===== src/rtl/rf_sched_pkg.sv =====
// Shared constants and types for the register-file writeback scheduler.
// Holds default widths and the writeback request record.
package rf_sched_pkg;

  localparam int ADDR_W   = 5;
  localparam int DATA_W   = 32;
  localparam int NREQ_MAX = 8;

  typedef logic [ADDR_W-1:0] reg_idx_t;

  typedef struct packed {
    logic              valid;
    reg_idx_t          rd;
    logic [DATA_W-1:0] wdata;
  } wb_req_t;

endpackage


===== src/rtl/rr_arbiter.sv =====
// Combinational round-robin arbiter: the search starts at ptr_i and wraps.
// Produces a one-hot grant plus the binary index of the winner.
module rr_arbiter
  import rf_sched_pkg::*;
#(
  parameter int N  = 3,
  parameter int PW = (N > 1) ? $clog2(N) : 1
) (
  input  logic [N-1:0]  req_i,
  input  logic [PW-1:0] ptr_i,
  output logic [N-1:0]  gnt_o,
  output logic [PW-1:0] idx_o,
  output logic          any_o
);

  always_comb begin
    int s;
    gnt_o = '0;
    idx_o = '0;
    any_o = 1'b0;
    for (int i = 0; i < N; i++) begin
      s = int'(ptr_i) + i;
      if (s >= N) s = s - N;
      if (!any_o && req_i[s]) begin
        gnt_o[s] = 1'b1;
        idx_o    = PW'(s);
        any_o    = 1'b1;
      end
    end
  end

endmodule


===== src/rtl/rf_wb_scheduler.sv =====
// Arbitrates writeback sources onto the single register-file write port and
// keeps the per-register busy scoreboard used for RAW/WAW hazard detection.
module rf_wb_scheduler
  import rf_sched_pkg::*;
#(
  parameter int NREQ  = 3,
  parameter int WIDTH = DATA_W,
  parameter int ADDR  = ADDR_W
) (
  input  logic                  clk,
  input  logic                  reset,
  input  logic                  iss_valid,
  input  logic [ADDR-1:0]       iss_rd,
  output logic                  iss_ready,
  input  logic [ADDR-1:0]       chk_rs1,
  input  logic [ADDR-1:0]       chk_rs2,
  output logic                  hazard,
  output logic                  idle,
  input  logic [NREQ-1:0]       req_valid,
  input  logic [NREQ*ADDR-1:0]  req_rd,
  input  logic [NREQ*WIDTH-1:0] req_wdata,
  output logic [NREQ-1:0]       req_ready,
  output logic                  wr_en,
  output logic [ADDR-1:0]       rd,
  output logic [WIDTH-1:0]      wdata
);

  localparam int PW   = $clog2(NREQ);
  localparam int NREG = 2 ** ADDR;

  logic [NREG-1:0]  busy_q, busy_d;
  logic [PW-1:0]    ptr_q, ptr_d;
  logic             wr_en_q, wr_en_d;
  logic [ADDR-1:0]  rd_q, rd_d;
  logic [WIDTH-1:0] wdata_q, wdata_d;

  logic [NREQ-1:0]  gnt;
  logic [PW-1:0]    gnt_idx;
  logic             gnt_any;
  logic             grant;
  logic [ADDR-1:0]  sel_rd;
  logic [WIDTH-1:0] sel_wdata;
  logic             iss_fire;

  rr_arbiter #(.N(NREQ), .PW(PW)) u_arb (
    .req_i (req_valid),
    .ptr_i (ptr_q),
    .gnt_o (gnt),
    .idx_o (gnt_idx),
    .any_o (gnt_any)
  );

  // Grants are suppressed during reset so no transfer is consumed while the
  // output stage is being cleared.
  assign req_ready = reset ? '0 : gnt;
  assign grant     = gnt_any & ~reset;

  always_comb begin
    sel_rd    = '0;
    sel_wdata = '0;
    for (int k = 0; k < NREQ; k++) begin
      if (gnt[k]) begin
        sel_rd    = req_rd[k*ADDR +: ADDR];
        sel_wdata = req_wdata[k*WIDTH +: WIDTH];
      end
    end
  end

  assign iss_ready = !busy_q[iss_rd] || (iss_rd == '0);
  assign iss_fire  = iss_valid && iss_ready && (iss_rd != '0);
  assign hazard    = busy_q[chk_rs1] | busy_q[chk_rs2];
  assign idle      = ~(|busy_q) & ~wr_en_q;

  always_comb begin
    busy_d  = busy_q;
    ptr_d   = ptr_q;
    wr_en_d = 1'b0;
    rd_d    = rd_q;
    wdata_d = wdata_q;
    if (grant) begin
      ptr_d   = (gnt_idx == PW'(NREQ - 1)) ? '0 : gnt_idx + 1'b1;
      wr_en_d = (sel_rd != '0);
      rd_d    = sel_rd;
      wdata_d = sel_wdata;
      if (sel_rd != '0) busy_d[sel_rd] = 1'b0;
    end
    // Applied after the clear so a same-cycle issue to the same register wins.
    if (iss_fire) busy_d[iss_rd] = 1'b1;
  end

  always_ff @(posedge clk or posedge reset) begin
    if (reset) begin
      busy_q  <= '0;
      ptr_q   <= '0;
      wr_en_q <= 1'b0;
      rd_q    <= '0;
      wdata_q <= '0;
    end else begin
      busy_q  <= busy_d;
      ptr_q   <= ptr_d;
      wr_en_q <= wr_en_d;
      rd_q    <= rd_d;
      wdata_q <= wdata_d;
    end
  end

  assign wr_en = wr_en_q;
  assign rd    = rd_q;
  assign wdata = wdata_q;

endmodule


===== config.mk =====
export PLATFORM = sky130hd
export DESIGN_NAME = rf_wb_scheduler
export DESIGN_NICKNAME = d
export VERILOG_FILES = /design/src/rtl/rf_sched_pkg.sv /design/src/rtl/rr_arbiter.sv /design/src/rtl/rf_wb_scheduler.sv
export SDC_FILE = /design/constraint.sdc
export NUM_CORES = 1
export LEC_CHECK = 0
export CAP_MARGIN = 20
export CORE_MARGIN = 3
export CORE_UTILIZATION = 41
export DETAILED_ROUTE_END_ITERATION = 7
export GPL_ROUTABILITY_DRIVEN = 0
export GPL_TIMING_DRIVEN = 1
export PLACE_DENSITY = 0.78
export SYNTH_ARGS = -nofsm -noshare
export SYNTH_HDL_FRONTEND = slang
export SYNTH_HIERARCHICAL = 1
export SYNTH_SLANG_ARGS = --single-unit
export TNS_END_PERCENT = 30

===== constraint.sdc =====
create_clock -name clk -period 2.7 [get_ports clk]
set_input_delay 0.54 -clock clk [delete_from_list [all_inputs] [get_ports clk]]
set_output_delay 0.54 -clock clk [all_outputs]
set_load 0.01 [all_outputs]

==> metrics <==
status=finished with violations; failing checks=setup timing; clk root buf=clkbuf_16; Die Ht=113.6 microns; Sw Pwr=4.374 mW; drt drc=0; CTS tree=built; most common cell after layout, fill and taps aside=clkdlybuf4s50_1; sequential fraction of the synthesis area=0.3797; maxcap violations=0; Leak=3.279 nW; Core ar.=0.01108 sq mm; Clock Skews=9.660 ps; Via density=6.230; Pins Over Slew Limit=0; Buffers on Ports=175; CP cell instances=clkdlybuf4s50_1 -> nand2b_4 -> o32a_1 -> a21oi_4 -> buf_12 -> nand2_1 -> a31oi_4 -> or3b_4 -> o21ai_1 -> o21ai_0; Worst setup EP type=flip-flop; CTS buffer count=9; Synth Flop Type=dfrtp_1; Worst EP arrival=3130 ps; Compound-Gate Fraction of Synth Area=0.2790; Synth warnings=6; Post-Synth Simple-Gate Area=0.1632; Seq cells post-synth=72; critical path's largest stage delay=610 ps; FILL cells=727; drt pass-1 iters=5; Min-Delay Endpoint=wdata[5]$_DFFE_PP0P_; Clock power frac=0.112; H-tree levels=3; Netlist Area Pre-Place=0.004745 sq mm; mux contribution to synthesized area=0.1213; # diodes=0; Worst R2R Path Depth=11; Worst Max-Slew Pin Slew=913.7 ps; Distinct cells, synth=54; slowest stage cell, crit path=clkdlybuf4s50_1; Net Sw Frac=0.4354; slew margin rel.=0.3909; Syn Area/Cell=9.213 sq um; Tcrit/Tclk final=1.088; Fin Hold WS=488.9 ps; class of the worst hold path=reg -> reg; total chip power=10.04 mW; pin count of the biggest net entering global routing=78; io pins=176; initial antenna violation count=0; Combinational Power Share=0.677; WP buf/inv=2; total track usage=0.2935; Nets=899; crit path max fanout=8; Post-Route Utilization=0.7445; CP Class=in -> reg; Synth-to-Final Area Change=73.84%; layout cells sized above 1=0.3099; num rows=38; via count=5,657; worst hold start=wdata[5]$_DFFE_PP0P_; routed len/inst=22.54 microns; cell-internal power=5.671 mW; fmax=340.5 MHz; Die X=113.6 microns; r2r startpoint=ptr_q[1]$_DFFE_PP0P_; Clock Sinks=72; Post-DRT Antenna Nets=0; CTS max path bufs=2; dpl ws=-849.4 ps; final worst path period need=2937 ps; worst-skew pair later-pin latency=330 ps; Adder-Cell Fraction of Synth Area=0.01055; peak supply drop=0.0007787 V; DRT iter0 DRCs=531; first-pass GRT wire length=29.97 mm; Clock transition at path regs=60 ps; Initial Util=0.4283; r2r endpoint=busy_q[2]$_DFF_PP0_; worst hold path depth=2; CP delay by family, top=compound AO/OA/AOI/OAI gates; total wire length=20.47 mm; largest family of logic cells by synthesized area=compound AO/OA/AOI/OAI gates; Synth Area in XOR/XNOR=0; Final WS setup=-236.7 ps; full die area=0.01290 sq mm; final hold vios=0; RSZ-0062 raised after global routing=yes; sequential share of power=0.211; Setup violations, final=76; global route overflow=0; DP Wirelength=13.71 mm; Post-Syn Instances=515; power density over cell area=1218 mW/mm^2; most frequent cells in the layout=157 x clkdlybuf4s50_1, 81 x buf_4, 69 x dfrtp_1; Post-Syn Nets=651; Post-synth EDFFs=0; fraction of registers with async set/reset=1.000; WP data required=2890 ps; crit start category=input pin; vias in the first global route=5,709; reg2reg setup slack=-230 ps
## area by class of cell
class                           instances  area (sq um)  area share
Sequential cell                        72          1805      0.2189
Tap cell                              140         175.2     0.02124
Multi-Input combinational cell        393          3286      0.3984
Timing Repair Buffer                  278          2655      0.3219
Clock buffer                           11         242.7     0.02943
Inverter                                9         42.54    0.005158
Clock inverter                          5         41.29    0.005006
## worst max path at each step
stage,slack (ps),endpoint,start,depth (start not counted)
2_1_floorplan,-40,busy_q[21]$_DFF_PP0_,ptr_q[0]$_DFFE_PP0P_,12
3_3_place_gp,-790,iss_ready,iss_rd[0],7
4_1_cts,-60,req_ready[1],ptr_q[1]$_DFFE_PP0P_,9
5_1_grt,-330,busy_q[2]$_DFF_PP0_,ptr_q[1]$_DFFE_PP0P_,11
6_report,-240,busy_q[2]$_DFF_PP0_,req_valid[1],10
3_5_place_dp,-850,iss_ready,iss_rd[0],7
## logic make-up (layout without fill, tap and decap cells)
logic type,Yosys count,in the layout
AO/OA/AOI/OAI,209,209
multiplexers,36,36
buffers and inverters,50,303
AND/OR/NAND/NOR,144,144
flip-flops,72,72
adder cells (fa/ha/maj),4,4
## sequential cells by signal, summed over array words and instances, names as in the netlist
name    count
wdata      32
rd          5
wr_en       1
busy_q     32
ptr_q       2
## worst register-to-register path: stages (launching register included)
cell and delay [ps]:
dfrtp_2 450, buf_6 140, ha_4 180, and2b_2 260
and3_4 190, a311oi_2 50, o2bb2ai_2 270, nand3b_1 180
a31oi_4 230, or3b_4 500, o21ai_1 210, o21ai_0 140
## cell usage after synthesis, types with 2 or more instances
| cell type | instances | area (sq um) |
|---|---|---|
| a2111oi_0 | 2 | 17.52 |
| a21oi_1 | 8 | 40.04 |
| a221o_1 | 32 | 320.3 |
| a221oi_1 | 6 | 52.55 |
| a22oi_1 | 4 | 30.03 |
| a311oi_1 | 3 | 26.28 |
| a31o_2 | 3 | 26.28 |
| a31oi_1 | 6 | 37.54 |
| and3_1 | 3 | 18.77 |
| buf_1 | 5 | 18.77 |
| buf_2 | 3 | 15.01 |
| clkbuf_1 | 30 | 112.6 |
| clkbuf_8 | 2 | 27.53 |
| dfrtp_1 | 72 | 1802 |
| ha_1 | 4 | 50.05 |
| inv_1 | 9 | 33.78 |
| mux2_2 | 2 | 22.52 |
| mux2i_1 | 17 | 170.2 |
| mux2i_4 | 2 | 45.04 |
| mux4_2 | 15 | 337.8 |
| nand2_1 | 56 | 210.2 |
| nand2b_1 | 4 | 25.02 |
| nand3_1 | 15 | 75.07 |
| nand3b_1 | 8 | 60.06 |
| nand4_1 | 4 | 25.02 |
| nand4b_1 | 2 | 17.52 |
| nand4b_2 | 2 | 30.03 |
| nor2_1 | 11 | 41.29 |
| nor2b_1 | 18 | 112.6 |
| nor3_1 | 4 | 20.02 |
| nor4_1 | 7 | 43.79 |
| o21ai_0 | 130 | 650.6 |
| o311ai_0 | 2 | 17.52 |
| o31ai_1 | 2 | 15.01 |
| or3_1 | 2 | 12.51 |
| or3b_2 | 2 | 17.52 |
## power groups by stage
stage | registers (mW) | logic (mW) | clock network [mW]
floorplan | 2.01 | 2.67 | 0
global placement | 2.02 | 4.67 | 0
detailed placement | 2.06 | 4.85 | 0
CTS | 2.06 | 5.65 | 1.13
global route | 2.15 | 7.22 | 1.19
finish | 2.12 | 6.80 | 1.13
## per-stage QoR
step                      instance area (sq um)  setup TNS, ps  instances
after floorplan                            4788         -592.7        515
after global placement                     7066         -45290        858
after detailed placement                   7081         -35150        859
after CTS                                  7818         -529.6        894
after global routing                       8248         -14650        908
final                                      8248          -6331        908
## routing by layer
layer	share of wire	up-vias	track usage	wire length, microns
met3	0.077	46	0.06207	1575
met4	0.028	0	0.08894	570
li1	-	2487	-	-
met5	0	-	0	0
met1	0.37	2778	0.3525	7588
met2	0.52	346	0.5269	10730
## timing repair
| item | CTS | global route |
|---|---|---|
| endpoints found under the setup margin | 62 | 64 |
| cloned | 1 | 1 |
| resized for setup | 151 | 98 |
| pin swaps | 30 | 34 |
| hold buffers | 0 | 0 |
| setup buffers | 18 | 13 |
Note: power is estimated with default switching activity, not from simulation.
